### src/rtl/ctrl_pkg.sv
// ctrl_pkg: shared definitions for the instruction sequencer.
//   state_e    - FSM state encodings (also driven out on phase)
//   OP_*       - opcode field constants IR[14:12]
//   final_step - last T-step of EXECUTE for a given opcode
package ctrl_pkg;

    typedef enum logic [2:0] {
        ST_FETCH     = 3'd0,
        ST_DECODE    = 3'd1,
        ST_INDIRECT  = 3'd2,
        ST_EXECUTE   = 3'd3,
        ST_INTERRUPT = 3'd4,
        ST_HALT      = 3'd5
    } state_e;

    localparam logic [2:0] OP_AND = 3'd0;
    localparam logic [2:0] OP_ADD = 3'd1;
    localparam logic [2:0] OP_LDA = 3'd2;
    localparam logic [2:0] OP_STA = 3'd3;
    localparam logic [2:0] OP_BUN = 3'd4;
    localparam logic [2:0] OP_BSA = 3'd5;
    localparam logic [2:0] OP_ISZ = 3'd6;
    localparam logic [2:0] OP_REG = 3'd7;

    function automatic logic [2:0] final_step(input logic [2:0] op);
        logic [2:0] t;
        case (op)
            OP_AND, OP_ADD, OP_LDA, OP_BSA: t = 3'd5;
            OP_STA, OP_BUN:                 t = 3'd4;
            OP_ISZ:                         t = 3'd6;
            default:                        t = 3'd3;   // OP_REG
        endcase
        return t;
    endfunction

endpackage

### src/rtl/t_decoder.sv
// t_decoder: one-hot decode of the sequence-counter value.
//   sc     - sequence-counter value (T-step index)
//   onehot - 1 << sc
module t_decoder #(
    parameter int W = 3
) (
    input  logic [W-1:0] sc,
    output logic [7:0]   onehot
);

    assign onehot = 8'd1 << sc;

endmodule

### src/rtl/seq_ctrl.sv
// seq_ctrl: instruction-cycle sequencer (fetch / decode / indirect /
// execute / interrupt / halt) driven by an external T-step counter.
//   clk, rst        - clock, async active-low reset
//   sc_count        - current T-step from the sequence counter
//   sc_clr          - clears the sequence counter for the next cycle
//   ir_op/ir_i/ir_hlt - instruction fields, valid from T2
//   ien, int_req    - interrupt enable / request
//   t_onehot, phase - decoded T-step, current state
//   strobes         - ar_ld_pc, ir_ld, pc_inc, ar_ld_ir, ar_ld_mem,
//                     exec_en, int_ack, halted, seq_err
//
// state     | meaning
// ----------+-------------------------------------------------
// FETCH     | T0 AR<-PC, T1 IR<-M[AR], PC++
// DECODE    | T2 latch IR fields, AR<-IR address
// INDIRECT  | T3 AR<-M[AR]
// EXECUTE   | opcode-dependent steps up to final_step(op)
// INTERRUPT | T2 acknowledge, PC++, clear R
// HALT      | counter held clear until reset
module seq_ctrl
    import ctrl_pkg::*;
#(
    parameter int SC_W = 3
) (
    input  logic            clk,
    input  logic            rst,
    input  logic [SC_W-1:0] sc_count,
    output logic            sc_clr,
    input  logic [2:0]      ir_op,
    input  logic            ir_i,
    input  logic            ir_hlt,
    input  logic            ien,
    input  logic            int_req,
    output logic [7:0]      t_onehot,
    output logic [2:0]      phase,
    output logic            ar_ld_pc,
    output logic            ir_ld,
    output logic            pc_inc,
    output logic            ar_ld_ir,
    output logic            ar_ld_mem,
    output logic            exec_en,
    output logic            int_ack,
    output logic            halted,
    output logic            seq_err
);

    state_e            state_q, state_d;
    logic              r_q, r_d;
    logic [2:0]        op_q, op_d;
    logic              i_q, i_d;
    logic              hlt_q, hlt_d;
    logic [SC_W-1:0]   cnt_q, cnt_d;
    logic              clr_q, clr_d;
    logic              vld_q, vld_d;
    logic              seq_err_q, seq_err_d;

    logic clr_c, pc_c, irl_c, inc_c, ari_c, mem_c, ex_c, ack_c, hlt_c;
    logic r_set, r_clr, seq_bad;

    t_decoder #(.W(SC_W)) u_t_decoder (
        .sc     (sc_count),
        .onehot (t_onehot)
    );

    // Counter must step by exactly one unless we cleared it last cycle;
    // the first cycle after reset has no history and is not checked.
    assign seq_bad = vld_q && !clr_q &&
                     ((cnt_q == {SC_W{1'b1}}) || (sc_count != cnt_q + SC_W'(1)));

    assign r_set = (sc_count > SC_W'(2)) && ien && int_req &&
                   (state_q != ST_INTERRUPT) && (state_q != ST_HALT);

    always_comb begin
        state_d   = state_q;
        op_d      = op_q;
        i_d       = i_q;
        hlt_d     = hlt_q;
        r_clr     = 1'b0;
        clr_c     = 1'b0;
        pc_c      = 1'b0;
        irl_c     = 1'b0;
        inc_c     = 1'b0;
        ari_c     = 1'b0;
        mem_c     = 1'b0;
        ex_c      = 1'b0;
        ack_c     = 1'b0;
        hlt_c     = 1'b0;

        case (state_q)
            ST_FETCH: begin
                if (sc_count == SC_W'(0)) pc_c = 1'b1;
                if (sc_count == SC_W'(1)) begin
                    irl_c   = 1'b1;
                    inc_c   = 1'b1;
                    state_d = ST_DECODE;
                end
            end
            ST_DECODE: begin
                if (sc_count == SC_W'(2)) begin
                    ari_c   = 1'b1;
                    op_d    = ir_op;
                    i_d     = ir_i;
                    hlt_d   = ir_hlt;
                    state_d = (ir_op != OP_REG && ir_i) ? ST_INDIRECT : ST_EXECUTE;
                end
            end
            ST_INDIRECT: begin
                if (sc_count == SC_W'(3)) begin
                    mem_c   = i_q;
                    state_d = ST_EXECUTE;
                end
            end
            ST_EXECUTE: begin
                ex_c = 1'b1;
                if (sc_count == SC_W'(final_step(op_q))) begin
                    clr_c = 1'b1;
                    if (op_q == OP_REG && hlt_q)
                        state_d = ST_HALT;
                    else if (r_q || r_set)   // a request landing on the last step still wins
                        state_d = ST_INTERRUPT;
                    else
                        state_d = ST_FETCH;
                end
            end
            ST_INTERRUPT: begin
                if (sc_count == SC_W'(2)) begin
                    inc_c   = 1'b1;
                    ack_c   = 1'b1;
                    clr_c   = 1'b1;
                    r_clr   = 1'b1;
                    state_d = ST_FETCH;
                end
            end
            ST_HALT: begin
                clr_c = 1'b1;
                hlt_c = 1'b1;
            end
            default: state_d = ST_FETCH;
        endcase

        if (seq_bad) begin
            clr_c   = 1'b1;
            state_d = ST_FETCH;
        end

        r_d       = r_set | (r_q & ~r_clr);
        seq_err_d = seq_err_q | seq_bad;
        cnt_d     = sc_count;
        clr_d     = clr_c;
        vld_d     = 1'b1;
    end

    always_ff @(posedge clk or negedge rst) begin
        if (!rst) begin
            state_q   <= ST_FETCH;
            r_q       <= 1'b0;
            op_q      <= 3'd0;
            i_q       <= 1'b0;
            hlt_q     <= 1'b0;
            cnt_q     <= '0;
            clr_q     <= 1'b0;
            vld_q     <= 1'b0;
            seq_err_q <= 1'b0;
        end else begin
            state_q   <= state_d;
            r_q       <= r_d;
            op_q      <= op_d;
            i_q       <= i_d;
            hlt_q     <= hlt_d;
            cnt_q     <= cnt_d;
            clr_q     <= clr_d;
            vld_q     <= vld_d;
            seq_err_q <= seq_err_d;
        end
    end

    // Strobes are decoded combinationally and must drop the instant reset asserts.
    assign sc_clr    = rst & clr_c;
    assign ar_ld_pc  = rst & pc_c;
    assign ir_ld     = rst & irl_c;
    assign pc_inc    = rst & inc_c;
    assign ar_ld_ir  = rst & ari_c;
    assign ar_ld_mem = rst & mem_c;
    assign exec_en   = rst & ex_c;
    assign int_ack   = rst & ack_c;
    assign halted    = rst & hlt_c;
    assign seq_err   = seq_err_q;
    assign phase     = state_q;

endmodule

### config.mk
export PLATFORM = sky130hd
export DESIGN_NAME = seq_ctrl
export DESIGN_NICKNAME = d
export VERILOG_FILES = /design/src/rtl/ctrl_pkg.sv /design/src/rtl/t_decoder.sv /design/src/rtl/seq_ctrl.sv
export SDC_FILE = /design/constraint.sdc
export NUM_CORES = 1
export LEC_CHECK = 0
export ABC_AREA = 1
export ABC_CLOCK_PERIOD_IN_PS = 1600
export CELL_PAD_IN_SITES_DETAIL_PLACEMENT = 0
export CELL_PAD_IN_SITES_GLOBAL_PLACEMENT = 1
export CORE_UTILIZATION = 30
export CTS_BUF_LIST = sky130_fd_sc_hd__clkbuf_2
export DETAILED_ROUTE_END_ITERATION = 10
export PLACE_DENSITY_LB_ADDON = 0.1
export SLEW_MARGIN = 20
export SYNTH_ARGS = -nofsm -noshare
export SYNTH_HDL_FRONTEND = slang
export SYNTH_SLANG_ARGS = --single-unit
export TNS_END_PERCENT = 50
### constraint.sdc
create_clock -name clk -period 1.6 [get_ports clk]
set_input_delay 0.16 -clock clk [delete_from_list [all_inputs] [get_ports clk]]
set_output_delay 0.16 -clock clk [all_outputs]
set_load 0.02 [all_outputs]
==> results of run 1 <==
==> final timing paths <==
kind                                   from  endpoint  slack, ns  cells after the start
worst max-delay path               cnt_q[0]    sc_clr      -0.31                     10
worst min-delay path                    rst       r_q       0.26                      2
worst max register to register     cnt_q[0]  phase[2]      -0.12                     13
worst min register to register      seq_err   seq_err       0.49                      1
max in group asynchronous               rst       i_q       1.13                      3
min in group clk                sc_count[0]  cnt_q[0]       0.38                      2
==> logic make-up after synthesis <==
family	count (synthesis)	share of synthesized area, %
simple gates	101	44.7
buf+inv	27	11.6
flops	15	35.1
compound gates	5	2.81
mux	3	3.16
fa+ha+maj	2	2.34
other cells	1	0.351
==> report_power, final <==
part	switching [mW]	internal (mW)	leakage, nW	total [mW]
sequential	0.0856	0.488	0.174	0.573
combinational	0.673	0.569	0.793	1.24
clock	0.134	0.0662	0.0166	0.200
==> what timing repair did <==
action	in CTS	in global routing
endpoints found under the setup margin	22	20
gates cloned	0	0
gates resized for setup	69	23
pin swaps	8	6
buffers inserted	2	0
==> state kept, by name, summed over array words and instances, names as in the netlist <==
name / count
r_q: 1
op_q: 3
cnt_q: 3
vld_q: 1
seq_err: 1
hlt_q: 1
clr_q: 1
phase: 3
i_q: 1
==> Yosys cell counts (3+ instances only) <==
cell      n
nand2_2   4
dfrtp_1  15
nand2_1  45
nand2_4   3
nor2_1   22
nand3_1  13
nor3_1    5
inv_1    21
==> layer usage <==
| metal | share of wire, % | track usage (%) | up-vias |
|---|---|---|---|
| li1 | - | - | 625 |
| met1 | 47 | 23.1 | 529 |
| met2 | 47 | 30.9 | 31 |
| met3 | 3.8 | 2.07 | 5 |
| met4 | 1.6 | 7.62 | 0 |
| met5 | 0 | 0 | - |
==> area by class of cell <==
| type | count | area share, % |
|---|---|---|
| tap | 46 | 3.28 |
| inverter | 25 | 5.78 |
| clock buffer | 4 | 1.14 |
| sequential | 15 | 21.4 |
| multi-input combinational | 112 | 36.7 |
| timing repair buffer | 69 | 31.7 |
==> critical path: stages, from the launching register on <==
cell and delay [ns]:
dfrtp_1 0.44, ha_4 0.18, ha_4 0.25, inv_2 0.03, nand2_1 0.04, nand2_1 0.04
nor2_1 0.10, nand2_2 0.07, nand2_4 0.06, a31oi_2 0.07, buf_4 0.16
==> parameters.txt, run 1 <==
Parameter                              Value

Job
  Max-cap violations ... 0

Clocking
  Worst skew pair latency ... 0.30 ns
  Cell at the root of the clock tree ... clkbuf_2
  Clock slew at the register clock pins of the worst setup and hold paths ... 0.16 ns
  H-tree depth ... 1
  Max Buffers Root-to-Sink ... 2
  Cts bufs inserted ... 3
  Clock tree from TritonCTS ... yes
  Post-CTS Hold Fix Bufs ... 0
  TritonCTS sink count ... 15

GRT
  Global route overflow ... 0
  Global-route wire length before repair ... 5020 um
  Pin count of the biggest net entering global routing ... 10
  Aggregate global-route resource usage ... 18.1%
  Number of global-route vias before repair ... 1103
  Antenna violations before repair ... 0

STA
  Summed negative setup slack over all endpoints ... -0.790 ns
  Number of hold violations in the final report ... 0
  Unrepaired setup endpoints after global routing ... true
  Post-route minimum period ... 1.91 ns
  Worst path setup slack after routing ... -0.306 ns
  Maximum frequency from static timing analysis ... 0.525 GHz
  Maximum clock skew at final layout ... 0.00309 ns
  Hold slack ... 0.255 ns
  Final critical-path share of the clock period ... 119%
  Count of final setup violators ... 8
  Final Max Tran Viols ... 0

Finish
  Area used by multi-input combinational logic ... 643 um^2
  Final std cells w/o fill ... 271
  Nets@finish ... 240
  Finished layout cell area ... 1750 um^2
  Number of antenna diodes ... 0
  Count of fill cells added during filler insertion ... 366
  Top library cells by usage in the layout, fill and taps aside ... buf_4, nand2_1, nor2_1
  Layout-stage area growth over the synthesis result ... 64.0%
  Register area ... 375 um^2
  Share of final-layout standard cells stronger than drive strength 1 ... 39.1%
  Share of the core filled with cells in the final layout ... 52.2%
  Commonest non-fill, non-tap cell in the layout ... buf_4

Synthesis
  Synthesized area divided by synthesized cell count ... 6.95 um^2
  Largest area contributor in the netlist ... dfrtp_1
  Netlist cell types ... 28
  Count of flip-flops with a built-in enable after synthesis ... 0
  Number of flip-flops and latches in the synthesized netlist ... 15
  Warning count from the yosys run ... 0
  Post-synthesis async set-or-reset flop share ... 100%
  Cell types occupying the most area after synthesis ... dfrtp_1, nand2_1, nor2_1, inv_1, nand3_1
  Top-area cell type share of the netlist area ... 35.1%
  Most frequently used flop master after synthesis ... dfrtp_1
  Synthesized instance count ... 154
  Sequential share of the synthesized area ... 35.1%
  Synthesized net count ... 168
  Mapped Area ... 1070 um^2

Routing
  Wire per inst ... 11.1 um
  Number of search-and-repair iterations in the first detailed-routing pass ... 4
  Routed vias/inst ... 4.39
  Post-route DRC violation count ... 0
  Via Count ... 1190
  Final wirelength ... 3020 um
  Count of antenna-violating nets left after detailed routing ... 0
  Detailed Route Iter0 Violations ... 34

Placement
  PortBufs ... 32
  Number of placed instances, taps included ... 266
  Pre-CTS setup slack ... -0.560 ns
  DP Wirelength ... 2430 um
  Placed cell area ... 1710 um^2
  Routability cong. ... 0.818

Die
  I/O pin total ... 33
  Effective utilization at floorplan ... 31.8%
  Vertical die dimension ... 61.7 um
  Site Rows ... 21
  Die outline width ... 61.7 um
  Total die area ... 3810 um^2
  Area of the core region ... 3360 um^2

Power and ir drop
  Total power after layout ... 2.02 mW
  Leak ... 0.983 nW
  Highest ir drop seen on vdd ... 0.673 mV
  Power density over the cells ... 1150 nW/um^2

Run status
  Violations in the final reports ... negative setup slack
  Status ... finished, violations left

Worst setup path
  Worst EP arrival ... 1.75 ns
  Required time at the endpoint of the critical path ... 1.44 ns
  Maximum net fanout on the critical path ... 2
  CP Class ... reg2out
  Critical Path Source Type ... flip-flop
  Crit. End Element ... output port

Hold path
  Worst min-delay path category ... in2async
No activity file was read; power rests on OpenSTA's default activity.
==> inputs of run 2 (changes only) <==
Settings changed: ABC_CLOCK_PERIOD_IN_PS 1600 to 1850, CORE_UTILIZATION 30 to 33.
Clock period 1.6 ns to 1.85 ns, I/O delays scaled along.
==> parameters.txt, run 2 (synthesis results as in run 1) <==
Parameter                              Value

Run status
  Status ... finished, violations left
  Violations in the final reports ... negative setup slack

Worst setup path
  Crit. End Element ... output port
  CP Class ... reg2out
  Required time at the endpoint of the critical path ... 1.66 ns
  Critical Path Source Type ... flip-flop
  Maximum net fanout on the critical path ... 2
  Worst EP arrival ... 1.78 ns
  Number of cells on the worst reg-to-reg path ... 11

Finish
  Nets@finish ... 235
  Final std cells w/o fill ... 264
  Commonest non-fill, non-tap cell in the layout ... nand2_1
  Share of final-layout standard cells stronger than drive strength 1 ... 30.5%
  Share of the core filled with cells in the final layout ... 54.8%
  Top library cells by usage in the layout, fill and taps aside ... nand2_1, buf_4, inv_1
  Number of antenna diodes ... 0
  Layout-stage area growth over the synthesis result ... 56.3%

Routing
  Count of antenna-violating nets left after detailed routing ... 0
  Via Count ... 1163
  Post-route DRC violation count ... 0
  Number of search-and-repair iterations in the first detailed-routing pass ... 4
  Wire per inst ... 11.2 um
  Final wirelength ... 2970 um
  Routed vias/inst ... 4.41
  Detailed Route Iter0 Violations ... 50

Placement
  Number of placed instances, taps included ... 259
  DP Wirelength ... 2360 um
  Routability cong. ... 0.825
  Pre-CTS setup slack ... -0.351 ns
  PortBufs ... 32

Clocking
  Worst skew pair latency ... 0.28 ns
  Clock tree from TritonCTS ... yes
  TritonCTS sink count ... 15
  Cell at the root of the clock tree ... clkbuf_2
  Clock slew at the register clock pins of the worst setup and hold paths ... 0.14 ns
  Cts bufs inserted ... 3
  Max Buffers Root-to-Sink ... 2
  H-tree depth ... 1

Die
  Site Rows ... 20
  Area of the core region ... 3050 um^2
  Vertical die dimension ... 58.9 um
  I/O pin total ... 33
  Effective utilization at floorplan ... 35.0%
  Die outline width ... 58.9 um
  Total die area ... 3470 um^2

STA
  Final critical-path share of the clock period ... 106%
  Post-route minimum period ... 1.97 ns
  Number of hold violations in the final report ... 0
  Maximum frequency from static timing analysis ... 0.508 GHz
  Final Max Tran Viols ... 0
  Count of final setup violators ... 1
  Worst path setup slack after routing ... -0.119 ns
  Maximum clock skew at final layout ... 0.00373 ns
  Summed negative setup slack over all endpoints ... -0.119 ns
  Unrepaired setup endpoints after global routing ... true

GRT
  Global route overflow ... 0
  Number of global-route vias before repair ... 1159
  Antenna violations before repair ... 0
  Global-route wire length before repair ... 5110 um
  Aggregate global-route resource usage ... 19.5%
  Pin count of the biggest net entering global routing ... 13

Power and ir drop
  Leak ... 0.945 nW
  Total power after layout ... 1.59 mW
  Highest ir drop seen on vdd ... 0.527 mV
  Power density over the cells ... 950 nW/um^2

Hold path
  Worst hold stages ... 2
  Worst min-delay path category ... in2reg

Job
  Max-cap violations ... 0
[run 2: through the flow]
| stage | instance area [um^2] | hold WS, ns |
|---|---|---|
| 6_report | 1670 | 0.263 |
| 5_1_grt | 1670 | 0.222 |
| 4_1_cts | 1660 | 0.295 |
| 3_5_place_dp | 1660 | 0.454 |
| 3_3_place_gp | 1660 | 0.450 |
| 2_1_floorplan | 1070 | -0.111 |
[run 2: path summary, 6_finish.rpt]
path	start	endpoint	slack (ns)
max in group asynchronous	rst	phase[2]	1.24
hold / removal	sc_count[2]	cnt_q[2]	0.26
min in group asynchronous	rst	vld_q	0.31
setup / recovery	cnt_q[1]	sc_clr	-0.12
hold reg to reg	seq_err	seq_err	0.49
setup reg to reg	cnt_q[1]	seq_err	0.10
[run 2: layout make-up]
type	instances	area, um^2
multi-input cells	112	604
inverters	25	101
repair buffers	64	515
fillers	305	1380
well taps	44	55.1
flip-flops and latches	15	375
clock buffers	4	20.0
[run 2: critical path: stages, from the launching register on]
cell     delay [ns]
dfrtp_1        0.41
ha_2           0.21
ha_4           0.21
inv_2          0.06
nand2_1        0.04
nand2_1        0.06
nor2_1         0.04
nand2_2        0.09
nand2_4        0.05
a31oi_1        0.16
buf_2          0.18
[run 2: report_power, final]
| part | internal (mW) | switching, mW | total, mW |
|---|---|---|---|
| Clock | 0.0573 | 0.104 | 0.161 |
| Combinational | 0.400 | 0.527 | 0.927 |
| Sequential | 0.422 | 0.0781 | 0.500 |
[run 2: repair_timing]
action | in CTS | in global routing
hold buffers | 0 | 0
gates resized for setup | 29 | 17
pin swaps | 2 | 3
setup endpoints to repair | 17 | 13
setup buffers | 0 | 1
[run 2: per-layer routing]
metal / global-route usage (%) / part of all wire (%)
met1: 25.0 / 46
met4: 8.50 / 1.6
met3: 3.74 / 5.1
met5: 0 / 0
met2: 31.7 / 47
==> inputs of run 3 (changes only) <==
Settings changed: CORE_UTILIZATION 33 to 32, CTS_BUF_LIST sky130_fd_sc_hd__clkbuf_2 to sky130_fd_sc_hd__clkbuf_16, CTS_CLUSTER_DIAMETER from default to 150.
==> parameters.txt, run 3 (synthesis results as in run 1) <==
Parameter                              Value

Die
  Vertical die dimension ... 59.8 um
  Total die area ... 3580 um^2
  I/O pin total ... 33
  Area of the core region ... 3100 um^2
  Effective utilization at floorplan ... 34.5%
  Die outline width ... 59.8 um
  Site Rows ... 20

Run status
  Violations in the final reports ... negative setup slack
  Status ... finished, violations left

Placement
  PortBufs ... 32
  Pre-CTS setup slack ... -0.337 ns
  Routability cong. ... 0.807
  DP Wirelength ... 2430 um
  Number of placed instances, taps included ... 264

Finish
  Share of final-layout standard cells stronger than drive strength 1 ... 31.3%
  Top library cells by usage in the layout, fill and taps aside ... nand2_1, buf_4, inv_1
  Share of the core filled with cells in the final layout ... 57.5%
  Commonest non-fill, non-tap cell in the layout ... nand2_1
  Nets@finish ... 239
  Final std cells w/o fill ... 268
  Number of antenna diodes ... 0
  Layout-stage area growth over the synthesis result ... 66.8%

Worst setup path
  Slowest cell on the critical path ... dfrtp_1
  Max incr delay on CP ... 0.38 ns
  Critical Path Source Type ... flip-flop
  CP Depth ... 9
  Required time at the endpoint of the critical path ... 1.66 ns
  Worst EP arrival ... 1.68 ns
  Number of cells on the worst reg-to-reg path ... 11
  Largest delay share family, worst path ... adder cells
  Maximum net fanout on the critical path ... 2
  Cell chain of the critical path ... ha_2 -> ha_4 -> inv_2 -> nor2_2 -> nor2_2 -> nand2_2 -> nand2_4 -> a31oi_1 -> buf_4
  Sum of buffers and inverters on the critical path ... 2
  Most Frequent Cell on Critical Path ... nor2_2
  CP Class ... reg2out
  Crit. End Element ... output port

Clocking
  # Post-CTS Setup Buffers ... 0
  Post-CTS Hold Fix Bufs ... 0
  Cell at the root of the clock tree ... clkbuf_16
  Worst skew pair latency ... 0.24 ns
  TritonCTS sink count ... 15
  Cts bufs inserted ... 3
  H-tree depth ... 1
  Max Buffers Root-to-Sink ... 2
  Clock slew at the register clock pins of the worst setup and hold paths ... 0.05 ns
  Clock tree from TritonCTS ... yes

STA
  Final Max Tran Viols ... 0
  Maximum clock skew at final layout ... 0.00127 ns
  Hold slack ... 0.357 ns
  Number of hold violations in the final report ... 0
  Worst path setup slack after routing ... -0.0109 ns
  Post-route minimum period ... 1.86 ns
  Unrepaired setup endpoints after global routing ... true
  Count of final setup violators ... 1
  Final critical-path share of the clock period ... 101%
  Summed negative setup slack over all endpoints ... -0.0109 ns
  Maximum frequency from static timing analysis ... 0.537 GHz

Routing
  Count of antenna-violating nets left after detailed routing ... 0
  Final wirelength ... 3030 um
  Detailed Route Iter0 Violations ... 55
  Via Count ... 1183
  Wire per inst ... 11.3 um
  Post-route DRC violation count ... 0
  Number of search-and-repair iterations in the first detailed-routing pass ... 4
  Routed vias/inst ... 4.41

Power and ir drop
  Power density over the cells ... 1060 nW/um^2
  Leak ... 1.00 nW
  Highest ir drop seen on vdd ... 0.455 mV

GRT
  Global route overflow ... 0
  Aggregate global-route resource usage ... 20.1%
  Pin count of the biggest net entering global routing ... 14
  Number of global-route vias before repair ... 1166
  Global-route wire length before repair ... 5260 um
  Antenna violations before repair ... 0

Job
  Max-cap violations ... 0

Hold path
  Worst min-delay path category ... in2async
run 3: changes by cell type in the layout (fill, tap and decap cells not counted), moves of 2 or more:
cell / delta
dlygate4sd2_1: +2
buf_4: +4
clkbuf_16: +3
clkbuf_2: -4
buf_2: -3
run 3: final cells by class:
type | count | area (um^2)
timing repair buffer | 68 | 569
clock buffer | 3 | 75.1
tap | 44 | 55.1
inverter | 25 | 101
fill | 340 | 1320
multi-input combinational | 112 | 604
sequential | 15 | 375
clock inverter | 1 | 3.75
run 3: worst paths after layout:
kind,end,from,slack (ns)
worst min-delay path,clr_q,rst,0.36
min in group clk,cnt_q[0],sc_count[0],0.38
worst max-delay path,sc_clr,cnt_q[0],-0.01
max in group asynchronous,vld_q,rst,1.15
worst min register to register,seq_err,seq_err,0.49
worst max register to register,seq_err,cnt_q[0],0.12
run 3: stage by stage:
stage / power (mW) / instance area (um^2)
after floorplan: 1.06 / 1070
after global placement: 1.47 / 1710
after detailed placement: 1.47 / 1710
after CTS: 1.89 / 1760
after global routing: 2.06 / 1780
final: 1.89 / 1780
run 3: timing repair:
| item | in CTS | in global routing |
|---|---|---|
| pin swaps | 0 | 2 |
| setup endpoints to repair | 17 | 12 |
| resized for setup | 23 | 19 |
run 3: metal layers:
metal	wire, um	GRT usage, %	vias to the layer above
li1	-	-	620
met5	0	0	-
met2	1430	33.5	30
met1	1430	26.5	531
met4	19	4.98	0
met3	159	3.90	2
run 3: worst reg2reg max path, stage by stage (launching register included):
cell and delay (ns):
dfrtp_1 0.38, ha_2 0.19, ha_4 0.26, inv_2 0.03
nand2_1 0.04, nand2_1 0.06, nor2_2 0.09, nand2_2 0.08
nand2_4 0.06, buf_4 0.15, inv_1 0.06, or2_1 0.21
run 3: power by group:
group / total, mW / switching [mW] / internal (mW)
Sequential: 0.498 / 0.0734 / 0.424
Clock: 0.417 / 0.131 / 0.286
Combinational: 0.971 / 0.533 / 0.438
